$ cat config.mk
export PLATFORM = sky130hd
export DESIGN_NAME = sync_fifo_stream_reader
export DESIGN_NICKNAME = d
export VERILOG_FILES = /design/src/rtl/fifo_reader_pkg.sv /design/src/rtl/sync_fifo_stream_reader_buf.sv /design/src/rtl/sync_fifo_stream_reader.sv
export SDC_FILE = /design/constraint.sdc
export NUM_CORES = 1
export LEC_CHECK = 0
export ABC_AREA = 1
export CORE_MARGIN = 2
export CORE_UTILIZATION = 47
export CTS_BUF_LIST = sky130_fd_sc_hd__clkbuf_4
export DETAILED_ROUTE_END_ITERATION = 8
export PLACE_DENSITY = 0.8
export SLEW_MARGIN = 20
export SYNTH_ARGS = -nofsm -noshare
export SYNTH_HDL_FRONTEND = slang
export SYNTH_HIERARCHICAL = 1
export SYNTH_SLANG_ARGS = --single-unit
$ cat constraint.sdc
create_clock -name sys_clk_i -period 4.43 [get_ports sys_clk_i]
set_input_delay 0.6645 -clock sys_clk_i [delete_from_list [all_inputs] [get_ports sys_clk_i]]
set_output_delay 0.6645 -clock sys_clk_i [all_outputs]
set_load 0.05 [all_outputs]
$ cat src/rtl/fifo_reader_pkg.sv
// Shared constants and helpers for the synchronous-FIFO stream reader.
package fifo_reader_pkg;

  localparam int FIFO_RD_LATENCY  = 1;
  localparam int READER_BUF_DEPTH = 2;

  // Bits needed to count 0..value-1; never less than 1.
  function automatic int clogb2(input int value);
    int bits;
    bits = 0;
    while ((1 << bits) < value) bits++;
    return (bits < 1) ? 1 : bits;
  endfunction

endpackage

$ cat src/rtl/sync_fifo_stream_reader_buf.sv
// stream_buf2: two-entry ordered buffer; head is the oldest word, tail the next.
module stream_buf2 #(
  parameter int DATA_WIDTH = 8
) (
  input  logic                  sys_clk_i,
  input  logic                  rst_i,
  input  logic                  clear,
  input  logic                  push,
  input  logic                  pop,
  input  logic [DATA_WIDTH-1:0] din,
  output logic [DATA_WIDTH-1:0] head,
  output logic [1:0]            occ
);

  logic [DATA_WIDTH-1:0] tail_q;

  always_ff @(posedge sys_clk_i) begin
    if (rst_i) begin
      head   <= '0;
      tail_q <= '0;
      occ    <= 2'd0;
    end else if (clear) begin
      occ <= 2'd0;
    end else begin
      case ({push, pop})
        2'b10: begin
          if (occ == 2'd0) head <= din;
          else             tail_q <= din;
          occ <= occ + 2'd1;
        end
        2'b01: begin
          head <= tail_q;
          occ  <= occ - 2'd1;
        end
        2'b11: begin
          // Occupancy is unchanged; the incoming word lands behind whatever remains.
          if (occ == 2'd2) begin
            head   <= tail_q;
            tail_q <= din;
          end else begin
            head <= din;
          end
        end
        default: ;
      endcase
    end
  end

endmodule

$ cat src/rtl/sync_fifo_stream_reader.sv
// Read-side consumer for sync_fifo: credit-based rd_en, latency absorption, valid/ready output.
// Optional packet framing on m_last_o is enabled by defining FIFO_READER_LAST_EN.
module sync_fifo_stream_reader
  import fifo_reader_pkg::*;
#(
  parameter int DATA_WIDTH = 8,
  parameter int PKT_LEN    = 16
) (
  input  logic                  sys_clk_i,
  input  logic                  rst_i,
  input  logic                  flush_i,
  input  logic                  fifo_empty_i,
  output logic                  fifo_rd_en_o,
  input  logic [DATA_WIDTH-1:0] fifo_dout_i,
  output logic                  m_valid_o,
  input  logic                  m_ready_i,
  output logic [DATA_WIDTH-1:0] m_data_o,
  output logic                  m_last_o,
  output logic [1:0]            occupancy_o
);

  if (FIFO_RD_LATENCY != 1 || PKT_LEN < 2 || PKT_LEN > 65536) begin : g_bad_cfg
    $error("sync_fifo_stream_reader: unsupported FIFO latency or PKT_LEN");
  end

  logic       empty_q;
  logic       inflight;
  logic       drop;
  logic [1:0] occ;
  logic       pop;
  logic       capture;
  logic [2:0] credit;

  // Handshake: a beat transfers on a clock edge where m_valid_o & m_ready_i; while
  // m_valid_o is high and m_ready_i low the word is held. A flush cycle voids the transfer.
  assign pop     = m_valid_o & m_ready_i & ~flush_i;
  assign capture = inflight & ~drop;

  // Words already owed to the buffer (held + arriving) minus the one leaving now.
  assign credit       = {1'b0, occ} + {2'b00, inflight} - {2'b00, pop};
  assign fifo_rd_en_o = ~empty_q & ~flush_i & ~rst_i & (credit < 3'(READER_BUF_DEPTH));

  always_ff @(posedge sys_clk_i) begin
    if (rst_i) begin
      empty_q  <= 1'b1;
      inflight <= 1'b0;
      drop     <= 1'b0;
    end else begin
      empty_q  <= fifo_empty_i;
      inflight <= fifo_rd_en_o;
      drop     <= flush_i & inflight;
    end
  end

  stream_buf2 #(
    .DATA_WIDTH(DATA_WIDTH)
  ) u_buf (
    .sys_clk_i(sys_clk_i),
    .rst_i    (rst_i),
    .clear    (flush_i),
    .push     (capture),
    .pop      (pop),
    .din      (fifo_dout_i),
    .head     (m_data_o),
    .occ      (occ)
  );

  assign m_valid_o   = (occ != 2'd0);
  assign occupancy_o = occ;

`ifdef FIFO_READER_LAST_EN
  localparam int CNT_W = clogb2(PKT_LEN);
  localparam logic [CNT_W-1:0] LAST_BEAT = CNT_W'(PKT_LEN - 1);

  logic [CNT_W-1:0] beat_q;

  // beat_q is the packet index of the word currently at the buffer head.
  always_ff @(posedge sys_clk_i) begin
    if (rst_i || flush_i) begin
      beat_q <= '0;
    end else if (pop) begin
      beat_q <= (beat_q == LAST_BEAT) ? '0 : beat_q + 1'b1;
    end
  end

  assign m_last_o = m_valid_o & (beat_q == LAST_BEAT);
`else
  assign m_last_o = 1'b0;
`endif

endmodule

==> results_dict.tcl, run 1 <==
set metrics [dict create \
    dp_hpwl_um 1670 \
    syn_inst 187 \
    use_met1 0.235 \
    cts.sinks 21 \
    syn_nets 206 \
    setup.worst_path.end_class "output pin" \
    antenna_left 0 \
    io_buffer_count 24 \
    holdCritPathClass "reg -> reg" \
    reg2reg_slack_ps 2270 \
    cts_setup_buffers 0 \
    die_y_um 55.5 \
    worstSetupPathType "in -> out" \
    timing.rr.start "u_buf/occ[1]" \
    r2r_cells 10 \
    synth.largest_area_cell "dfxtp_1" \
    hp-start "u_buf/tail_q[4]" \
    drc 0 \
    p_per_area_nw_per_um2 232 \
    relSlewSlack 0.650 \
    status "completed" \
    grt_pass1_vias 949 \
    crit_start "flush_i" \
    dieArea_sq_um 3080 \
    skew_ps 1.66 \
    synthXorXnorAreaFrac 0.00702 \
    grtUsageMet2 0.245 \
    post_synth.cell_area_avg_sq_um 6.67 \
    h-tree-depth 1 \
    grt_pass1_wl_um 4160 \
    synth_cell_type_count 22 \
    groute.usage.overall 0.165 \
    irDropWorstVdd_v 0.000118 \
    totalNegativeSetupSlack_ps 0 \
    vias_per_cell 4.67 \
    netlist_area_sq_um 1250 \
    drive_above_1_share 0.0524 \
    drt_iter0_drc 25 \
    use_met3 0.0211 \
    wire_per_inst_um 9.78 \
    worst_pin_slew_ps 521 \
    ys_ff_latch 21 \
    num_rows 18 \
    core_region_area_sq_um 2500 \
    n_antenna_cell 0 \
    synth_top_area_frac 0.337 \
    cts_tree "yes" \
    holdWs_ps 489 \
    fin_crit_sh 0.812 \
    layout.cells.non_filler 240 \
    grt_overflow 0 \
    post_cts_resized 0 \
    yosys_warnings 6 \
    final_hold_viol_count 0 \
    start_util 0.499 \
    synth_top_family_by_area "simple AND/OR/NAND/NOR gates" \
    place_congestion 0.761 \
    ctsHoldBuffers 0 \
    fmax_ghz 0.278 \
    slew_violations 0 \
    fin_crit_ps 3600 \
    synth_area_leaders "dfxtp_1 34%, nand2_1 13%, nor2_1 11%" \
    drt_wl_total_um 2350 \
    fp.dieW_um 55.5 \
    cts_buffers 3 \
    final_util 0.603 \
    vias 1121 \
    antenna_found_initial 0 \
    rsz0062_at_grt "false" \
    area_delta_synth_final_pct 20.8 \
    synth-compound-area-share 0.101 \
    min_path_cells 2 \
    setup_viol_count_final 0 \
    synthAdderAreaFrac 0.0662 \
    reg2reg_to "inflight" \
    startpoint_type "input pin" \
    required_ps 3770 \
    clkLatencyLatePin_ps 300 \
    num-nets-final 230 \
    cp.arrival_ps 2930 \
    seq_area_frac_synth 0.337 \
    cts_buffer_depth 2 \
    path_clk_slew_ps 110 \
    crit_path_max_fanout 6 \
    busiest_layer "met2" \
    io_pins 26 \
    total_power_mw 0.349 \
    hold_end "u_buf/tail_q[4]" \
    p_leak_nw 0.685 \
    drv_cap 0 \
    synth-simple-area-share 0.355 \
    drt-pass1-iter-count 4 \
    placed_cells 236 \
    grt_max_degree 18 \
    cts_root_buf "clkbuf_4" \
    synthMuxAreaShare 0 \
]
-- placed cells by master (no fill, tap or decap) --
cell             instances
a21boi_0                 8
a21oi_1                  9
a21oi_4                  1
buf_4                    1
clkbuf_4                 4
clkdlybuf4s50_1         23
conb_1                   1
dfxtp_1                 21
fa_1                     1
ha_1                     5
inv_1                   31
nand2_1                 44
nand2_4                  1
nand3_1                 16
nand3_4                  1
nor2_1                  36
nor2_2                   1
nor2_4                   1
nor3_1                   2
o21ai_1                  1
or2_2                    1
xnor2_1                  1
-- state kept, by name, summed over array words and instances, names as in the netlist --
register,count
inflight,1
drop,1
u_buf/head,8
empty_q,1
u_buf/occ,2
u_buf/tail_q,8
-- worst max-delay path: stages --
cell             delay [ps]
clkdlybuf4s50_1         530
inv_1                   120
nand2_1                  50
nor2_1                  230
ha_1                    290
inv_1                    50
nand2_1                  50
fa_1                    490
inv_1                    40
nor2_1                   70
nand2_1                  70
nor2_1                   90
buf_4                   200
-- power breakdown --
group / switching [mW] / internal, mW
Sequential: 0.00213 / 0.193
Combinational: 0.0325 / 0.0231
Clock: 0.0571 / 0.0412
Total: 0.0917 / 0.257
-- metal layers --
metal,up-vias,part of all wire
li1,616,-
met1,484,0.51
met3,2,0.032
met5,-,0
met4,0,0.012
met2,19,0.45
-- kinds of logic after synthesis --
logic type | Yosys count
xor+xnor | 1
compound gates | 19
other cells | 1
buf+inv | 36
fa+ha+maj | 6
flops | 21
simple gates | 103
-- metrics by stage --
step	area, sq um	setup slack, ps
floorplan	1250	920
global placement	1480	873
detailed placement	1480	821
CTS	1510	818
global route	1510	607
finish	1510	833
-- final cells by class --
cell class,instances,area [sq um]
repair buffers,24,238
multi-input cells,130,664
fillers,241,993
flip-flops and latches,21,420
clock buffers,4,30.0
well taps,30,37.5
inverters,31,116
-- cells in the mapped netlist, drive strengths merged --
cell / n
o21ai: 1
buf: 5
nand3: 17
ha: 5
inv: 31
nand2: 45
xnor2: 1
dfxtp: 21
nor2: 38
a21oi: 10
fa: 1
nor3: 2
or2: 1
conb: 1
a21boi: 8
-- how the worst max path moves through the flow --
stage | end | slack [ps] | depth (start not counted)
after floorplan | fifo_rd_en_o | 920 | 10
after global placement | fifo_rd_en_o | 870 | 13
after detailed placement | fifo_rd_en_o | 820 | 13
after CTS | fifo_rd_en_o | 820 | 13
after global routing | fifo_rd_en_o | 610 | 13
final | fifo_rd_en_o | 830 | 13
No activity file was read; power rests on OpenSTA's default activity.
==> run 2, diff against run 1 <==
==> constraint.sdc (replaced) <==
create_clock -name sys_clk_i -period 3.5 [get_ports sys_clk_i]
set_input_delay 0.525 -clock sys_clk_i [delete_from_list [all_inputs] [get_ports sys_clk_i]]
set_output_delay 0.525 -clock sys_clk_i [all_outputs]
set_load 0.05 [all_outputs]
==> run 2 against run 1 <==
Combinational power is 30% higher. Die area unchanged. Register-to-register slack lost 940 ps. Global-route usage rose by 0.76 points. Via count grew 1.5%. Critical path type unchanged.
==> results_dict.tcl, run 2 (same netlist as run 1, synthesis figures left out) <==
set metrics [dict create \
    status "completed" \
    fmax_ghz 0.309 \
    ctsHoldBuffers 0 \
    internal_power_mw 0.318 \
    cp.depth 13 \
    crit_slowest_cell "fa_1" \
    crit_start "flush_i" \
    path_buf_inv 5 \
    swShare 0.271 \
    clkLatencyLatePin_ps 300 \
    layout_commonest_cell "nand2_1" \
    p_sw_mw 0.118 \
    final_util 0.610 \
    drive_above_1_share 0.0569 \
    place_congestion 0.771 \
    vias 1138 \
    num-nets-final 231 \
    crit_path_max_fanout 4 \
    final_hold_viol_count 0 \
    multiInputGateArea_sq_um 664 \
    dieArea_sq_um 3080 \
    comb_power_share 0.166 \
    area_delta_synth_final_pct 22.2 \
    rsz0062_at_grt "false" \
    wire_per_inst_um 10.1 \
    grt_pass1_vias 995 \
    regArea_sq_um 420 \
    cts_buffers 3 \
    grt_overflow 0 \
    cp_cell_sequence "clkdlybuf4s50_1 -> inv_1 -> nand2_1 -> nor2_1 -> ha_1 -> inv_1 -> nand2_1 -> fa_1 -> inv_1 -> nor2_1 -> nand2_1 -> nor2_1 -> buf_12" \
    holdCritPathClass "reg -> reg" \
    drt_iter0_drc 25 \
    slowest_delay_ps 490 \
    relSlewSlack 0.643 \
    r2r_cells 10 \
    cts_buffer_depth 2 \
    worstSetupPathType "in -> out" \
    vias_per_cell 4.72 \
    setup_viol_count_final 0 \
    fp.dieW_um 55.5 \
    io_buffer_count 24 \
    die_y_um 55.5 \
    drt-pass1-iter-count 4 \
    cp.arrival_ps 2710 \
    antenna_found_initial 0 \
    final_cell_mix "44 x nand2_1, 36 x nor2_1, 31 x inv_1, 23 x clkdlybuf4s50_1, 21 x dfxtp_1" \
    reg_top3 "u_buf/head: 8 flops, u_buf/tail_q: 8 flops, u_buf/occ: 2 flops" \
    drv_cap 0 \
    num_rows 18 \
    h-tree-depth 1 \
    cts.sinks 21 \
    drt_wl_total_um 2430 \
    cp_top_family "adder cells" \
    reg2reg_to "inflight" \
    pwr-share-seq 0.567 \
    drc 0 \
    holdWs_ps 488 \
    required_ps 2970 \
    post_cts_resized 0 \
    worst_pin_slew_ps 532 \
    fillers 251 \
    cts_tree "yes" \
    startpoint_type "input pin" \
    skew_ps 3.01 \
    totalNegativeSetupSlack_ps 0 \
    cts_setup_buffers 0 \
    dp_hpwl_um 1790 \
    grt_max_degree 18 \
    n_antenna_cell 0 \
    io_pins 26 \
    core_region_area_sq_um 2500 \
    path_clk_slew_ps 120 \
    p_leak_nw 0.692 \
    fin_crit_sh 0.924 \
    setup.worst_path.end_class "output pin" \
    groute.usage.overall 0.173 \
    fin_crit_ps 3230 \
    reg2reg_slack_ps 1330 \
    clockPowerShare 0.267 \
    grt_pass1_wl_um 4360 \
    antenna_left 0 \
    p_per_area_nw_per_um2 286 \
    slew_violations 0 \
    cts_root_buf "clkbuf_4" \
    crit_end "fifo_rd_en_o" \
    irDropWorstVdd_v 0.000190 \
    start_util 0.499 \
    timing.rr.start "u_buf/occ[1]" \
]
run 2: worst min-delay path by stage:
stage | slack (ps) | endpoint | depth (start not counted) | start
CTS | 490 | drop | 2 | inflight
detailed placement | 460 | u_buf/tail_q[4] | 2 | u_buf/tail_q[4]
floorplan | 440 | drop | 2 | inflight
global route | 520 | u_buf/tail_q[4] | 2 | u_buf/tail_q[4]
global placement | 450 | u_buf/tail_q[4] | 2 | u_buf/tail_q[4]
finish | 490 | u_buf/tail_q[0] | 2 | u_buf/tail_q[0]
run 2: metrics by stage:
step | power [mW] | std cells | instance area [sq um] | worst slack (ps)
floorplan | 0.298 | 187 | 1250 | 129
global placement | 0.324 | 237 | 1500 | 325
detailed placement | 0.325 | 237 | 1500 | 262
CTS | 0.442 | 241 | 1520 | 255
global route | 0.462 | 241 | 1520 | 5.80
finish | 0.436 | 241 | 1520 | 266
run 2: final cells by class:
class | instances | area share
Multi-Input combinational cell | 130 | 0.436
Tap cell | 30 | 0.0246
Clock inverter | 1 | 0.00328
Clock buffer | 3 | 0.0148
Timing Repair Buffer | 25 | 0.169
Inverter | 31 | 0.0764
Sequential cell | 21 | 0.276
run 2: power groups by stage:
stage	logic, mW	clock network, mW	registers, mW
after global routing	0.0793	0.134	0.248
final	0.0723	0.116	0.247
after detailed placement	0.0723	0	0.253
after global placement	0.0713	0	0.253
after CTS	0.0724	0.122	0.247
after floorplan	0.0369	0	0.261
run 2: worst min-delay path: cells and delay by family (launching register included):
family | cells | cell delay [ps]
flip-flops | 1 | 340
AND/OR/NAND/NOR | 1 | 80
AO/OA/AOI/OAI | 1 | 40
run 2: routing by layer:
metal,vias to the layer above,part of all wire,track usage
met4,0,0.011,0.0627
met1,498,0.48,0.247
met5,-,0,0
met2,23,0.47,0.265
met3,2,0.039,0.0211
li1,615,-,-
